$ cat src/rtl/vdg_scan_sequencer.sv
// vdg_scan_sequencer: raster timing for a VDG-style display (pixel enable, sync, fetch strobes, alpha rows).
module vdg_scan_sequencer #(
    parameter int H_TOTAL      = 456,
    parameter int H_ACTIVE     = 256,
    parameter int H_SYNC_START = 300,
    parameter int H_SYNC_LEN   = 34,
    parameter int V_ACTIVE     = 192,
    parameter int V_TOTAL_NTSC = 262,
    parameter int V_TOTAL_PAL  = 312,
    parameter int FS_LINES     = 32
) (
    input  logic       Clk,
    input  logic       RSTn,
    input  logic       FrameFormat,
    input  logic       AnG,
    input  logic [2:0] GM,
    output logic       PixelEn,
    output logic       Load,
    output logic       DA0,
    output logic       HSn,
    output logic       FSn,
    output logic       RPn,
    output logic [3:0] AlphaRow,
    output logic       Active,
    output logic       LineAnG,
    output logic [2:0] LineGM
);
    localparam int VMAX = (V_TOTAL_PAL > V_TOTAL_NTSC) ? V_TOTAL_PAL : V_TOTAL_NTSC;
    localparam int HW   = $clog2(H_TOTAL);
    localparam int VW   = $clog2(VMAX);
    localparam logic [1:0] ST_ACTIVE = 2'd0;
    localparam logic [1:0] ST_FSYNC  = 2'd1;
    localparam logic [1:0] ST_BORDER = 2'd2;

    logic [HW-1:0] hcount, hcount_n;
    logic [VW-1:0] vcount, vcount_n;
    logic [1:0]    state, state_n;
    logic          frame_pal, frame_pal_n, hwrap, vwrap, active_n, hsync_n, ang_n;
    logic [3:0]    row_n;
    logic [2:0]    gm_n;

    // Next scan position and mode latches; outputs are registered from these so they line up with the counters
    always_comb begin
        hwrap       = PixelEn && (32'(hcount) == H_TOTAL - 1);
        vwrap       = hwrap && (32'(vcount) == (frame_pal ? V_TOTAL_PAL : V_TOTAL_NTSC) - 1);
        hcount_n    = hwrap ? '0 : (PixelEn ? hcount + HW'(1) : hcount);
        vcount_n    = vwrap ? '0 : (hwrap ? vcount + VW'(1) : vcount);
        frame_pal_n = vwrap ? FrameFormat : frame_pal;
        state_n     = !hwrap ? state :
                      (vcount_n == '0) ? ST_ACTIVE :
                      (32'(vcount_n) == V_ACTIVE) ? ST_FSYNC :
                      (32'(vcount_n) == V_ACTIVE + FS_LINES) ? ST_BORDER : state;
        row_n       = !hwrap ? AlphaRow :
                      (state != ST_ACTIVE || state_n != ST_ACTIVE || AlphaRow == 4'd11) ? 4'd0 : AlphaRow + 4'd1;
        ang_n       = hwrap ? AnG : LineAnG;
        gm_n        = hwrap ? GM : LineGM;
        active_n    = (state_n == ST_ACTIVE) && (32'(hcount_n) < H_ACTIVE);
        hsync_n     = (32'(hcount_n) >= H_SYNC_START) && (32'(hcount_n) < H_SYNC_START + H_SYNC_LEN);
    end

    // Scan state and all outputs; DA0 flips after each Load and restarts at 0 every line
    always_ff @(posedge Clk or negedge RSTn) begin
        if (!RSTn) begin
            hcount    <= '0;
            vcount    <= '0;
            state     <= ST_ACTIVE;
            frame_pal <= 1'b0;
            PixelEn   <= 1'b0;
            Load      <= 1'b0;
            DA0       <= 1'b0;
            HSn       <= 1'b1;
            FSn       <= 1'b1;
            RPn       <= 1'b1;
            AlphaRow  <= 4'd0;
            Active    <= 1'b0;
            LineAnG   <= 1'b0;
            LineGM    <= 3'd0;
        end else begin
            hcount    <= hcount_n;
            vcount    <= vcount_n;
            state     <= state_n;
            frame_pal <= frame_pal_n;
            PixelEn   <= ~PixelEn;
            Load      <= ~PixelEn && active_n && (hcount_n[2:0] == 3'd0);
            DA0       <= hwrap ? 1'b0 : (Load ? ~DA0 : DA0);
            HSn       <= ~hsync_n;
            FSn       <= state_n != ST_FSYNC;
            RPn       <= !(state_n == ST_ACTIVE && !ang_n && row_n == 4'd0);
            AlphaRow  <= row_n;
            Active    <= active_n;
            LineAnG   <= ang_n;
            LineGM    <= gm_n;
        end
    end
endmodule

$ cat config.mk
export PLATFORM = sky130hd
export DESIGN_NAME = vdg_scan_sequencer
export DESIGN_NICKNAME = d
export VERILOG_FILES = /design/src/rtl/vdg_scan_sequencer.sv
export SDC_FILE = /design/constraint.sdc
export NUM_CORES = 1
export LEC_CHECK = 0
export CELL_PAD_IN_SITES_DETAIL_PLACEMENT = 1
export CELL_PAD_IN_SITES_GLOBAL_PLACEMENT = 1
export CORE_MARGIN = 3
export CORE_UTILIZATION = 28
export CTS_CLUSTER_DIAMETER = 30
export CTS_CLUSTER_SIZE = 24
export DETAILED_ROUTE_END_ITERATION = 12
export PLACE_DENSITY_LB_ADDON = 0.1
export REMOVE_ABC_BUFFERS = 1
export SETUP_SLACK_MARGIN = 0.5
export SKIP_CTS_REPAIR_TIMING = 1
export SYNTH_ARGS = -nofsm -noshare
export SYNTH_HDL_FRONTEND = slang
export SYNTH_SLANG_ARGS = --single-unit
$ cat constraint.sdc
create_clock -name Clk -period 5.2 [get_ports Clk]
set_input_delay 0.52 -clock Clk [delete_from_list [all_inputs] [get_ports Clk]]
set_output_delay 0.52 -clock Clk [all_outputs]
set_load 0.005 [all_outputs]
==> flow_metrics.py <==
metrics = {
    "placement": {
        "place_hpwl_um": 3689,
        "gp_congestion": 0.7515,
        "dp_worst_setup_slack_ps": 2185,
        "dp_cells": 318,
        "io_buffer_count": 21,
    },
    "global_route": {
        "first_global_vias": 1764,
        "grt_max_degree": 37,
        "grtUsageTotal": 0.1353,
        "grt_antenna_before_repair": 0,
        "grt_pass1_wl_um": 9149,
        "grt_overflow": 0,
    },
    "hold_path": {
        "holdCritPathClass": "in2async",
    },
    "setup_path": {
        "worstReg2RegStart": "hcount[0]$_DFF_PN0_",
        "critical_path_buf_inv_count": 0,
        "r2r_end": "AlphaRow[0]$_DFF_PN0_",
        "critPathLaunchType": "flop",
        "r2r_cells": 9,
        "critical_path.endpoint_type": "flop",
        "cp_slowest_stage_delay_ps": 770,
        "crit_slowest_cell": "nor3_2",
        "path_class": "reg2reg",
        "cp_max_fo": 16,
        "crit_family": "simple AND/OR/NAND/NOR gates",
        "cp_data_required_time_ps": 5380,
        "path_cells": "ha_1, nand2_1, nor3_2, nand3_1, a211oi_2, a21oi_4, nor2_4, nor3b_2, mux2_2",
        "arrival_ps": 3170,
        "r2r_slack_ps": 2210,
    },
    "cts": {
        "cts_max_level": 2,
        "clock_path_buffers": 2,
        "clk_pin_slew_ps": 80,
        "root_buffer": "clkbuf_8",
        "cts_tree": "done",
        "cts_sinks": 36,
        "clock_latency_ps": 290,
        "cts_made_buffers": 5,
    },
    "synth": {
        "synth_area_per_cell_um2": 9.749,
        "seq_area_frac_synth": 0.4398,
        "synth_top_area_frac": 0.4015,
        "syn_area_um2": 2057,
        "synth-main-ff-cell": "dfrtp_1",
        "yosysWarnings": 0,
        "synthTopCellsByArea": "dfrtp_1 40%, nand2_1 4.4%, dfstp_2 3.8%",
        "synth_cell_types": 56,
        "async_reset_ff_frac": 1.000,
        "synth_edf_count": 0,
        "yosysMostFrequentCell": "dfrtp_1",
        "netlist_instances": 211,
        "synth_commonest_cells": "33 x dfrtp_1, 24 x nand2_1, 16 x nor2_1, 12 x o21ai_0",
        "synth_top_area_cell": "dfrtp_1",
        "yosys_register_bits": 36,
    },
    "status": {
        "status": "finished clean",
    },
    "final_layout": {
        "area_growth_pct": 18.73,
        "nNetsFinal": 239,
        "stdcell_count": 326,
        "fin_util": 0.3517,
        "fillers": 796,
        "diodes": 0,
        "final_layout_size_suffix_gt1_frac": 0.1565,
    },
    "power": {
        "power.density_nw_per_um2": 220.3,
        "p_leak_uw": 0.0009922,
        "irDropWorstVdd_uv": 106.6,
    },
    "timing": {
        "fmax_ghz": 0.3347,
        "skew_ps": 7.153,
        "rsz0062_at_grt": "no",
        "period_share": 0.5746,
        "relSlewSlack": 0.4252,
        "holdWs_ps": 312.4,
        "setup_viol_count_final": 0,
        "setup_ws_ps": 2212,
        "min_period_ps": 2988,
        "tightest_slew_ps": 857.5,
        "final_max_slew_viol_count": 0,
        "setup-tns-final_ps": 0,
        "finalHoldViolCount": 0,
    },
    "detailed_routing": {
        "first_pass_iters": 4,
        "wl_met2_um": 2403,
        "viasPerCell": 4.991,
        "wl_um": 5151,
        "vias": 1627,
        "wl_met1_um": 2559,
        "drc": 0,
        "drt_iter0_drc": 37,
        "antenna_left": 0,
        "wl_per_cell_um": 15.80,
        "highest_layer": "met4",
        "met3_length_um": 127,
    },
    "floorplanning": {
        "core_area_um2": 6944,
        "ios": 22,
        "die_w_um": 91.71,
        "start_util": 0.2962,
        "die_h_um": 91.71,
        "rows": 30,
        "die_area_um2": 8411,
    },
    "run": {
        "drv_cap": 0,
    },
}
## flip-flops by register name, summed over array words and instances, names as in the netlist, 2 cells and up
| signal | count |
|---|---|
| AlphaRow | 4 |
| state | 2 |
| hcount | 9 |
| vcount | 9 |
| LineGM | 3 |
## per-stage QoR
step	cell area (um^2)	total power, uW
finish	2442	538.2
global route	2442	566.0
CTS	2442	552.2
detailed placement	2331	295.6
global placement	2331	295.5
floorplan	1993	285.4
## cells in the final DEF, fill, tap and decap left out, types with 4 or more instances in the layout
| master | n |
|---|---|
| nand3_1 | 10 |
| inv_1 | 5 |
| a21oi_1 | 5 |
| xor2_1 | 8 |
| dfrtp_1 | 33 |
| nand4_1 | 10 |
| clkbuf_8 | 5 |
| clkdlybuf4s50_1 | 20 |
| nor4_1 | 7 |
| o21ai_0 | 12 |
| nor2_1 | 16 |
| xnor2_1 | 7 |
| nand2_1 | 24 |
| nor3_1 | 4 |
## area by class of cell
| type | count | area (um^2) | share of cell area |
|---|---|---|---|
| inverters | 5 | 18.77 | 0.007684 |
| clock buffers | 5 | 68.82 | 0.02818 |
| flip-flops and latches | 36 | 904.6 | 0.3704 |
| well taps | 96 | 120.1 | 0.04918 |
| multi-input cells | 159 | 1075 | 0.4401 |
| repair buffers | 22 | 212.7 | 0.08709 |
| clock inverters | 3 | 42.54 | 0.01742 |
## worst max path at each step
stage               depth (start not counted)                    end                start  slack [ps]
finish                                      9  AlphaRow[0]$_DFF_PN0_  hcount[0]$_DFF_PN0_        2210
global route                                9  AlphaRow[2]$_DFF_PN0_  hcount[0]$_DFF_PN0_        1800
CTS                                         9  AlphaRow[0]$_DFF_PN0_  hcount[0]$_DFF_PN0_        2180
detailed placement                          9  AlphaRow[0]$_DFF_PN0_  hcount[0]$_DFF_PN0_        2180
global placement                            9  AlphaRow[0]$_DFF_PN0_  hcount[0]$_DFF_PN0_        2260
floorplan                                   9  AlphaRow[0]$_DFF_PN0_  hcount[0]$_DFF_PN0_        1620
## report_power, final
group	total [uW]	internal (uW)	switching, uW
Clock	249	142	107
Combinational	9.31	3.55	5.77
Sequential	280	280	0
Total	538	425	113
## worst reg2reg max path, delay by kind of cell (launching register included)
| kind | cells | cell delay, ps |
|---|---|---|
| AO/OA/AOI/OAI | 2 | 560 |
| adder cells (fa/ha/maj) | 1 | 240 |
| flip-flops | 1 | 450 |
| AND/OR/NAND/NOR | 5 | 1370 |
| multiplexers | 1 | 260 |
## cell families after synthesis
logic type / after synthesis / synth area share
and+or+nand+nor: 98 / 0.2749
adders and majority gates: 3 / 0.01825
muxes: 5 / 0.02615
DFF: 36 / 0.4398
xor gates and xnor gates: 15 / 0.06387
AOI/OAI and AO/OA: 38 / 0.1369
buffers and inverters: 16 / 0.04015
## routing by layer
| metal | up-vias | global-route usage |
|---|---|---|
| met4 | 0 | 0.04455 |
| met2 | 16 | 0.2088 |
| met3 | 5 | 0.02625 |
| met5 | - | 0 |
| met1 | 818 | 0.1898 |
| li1 | 788 | - |
(Power assumes the default switching activity.)
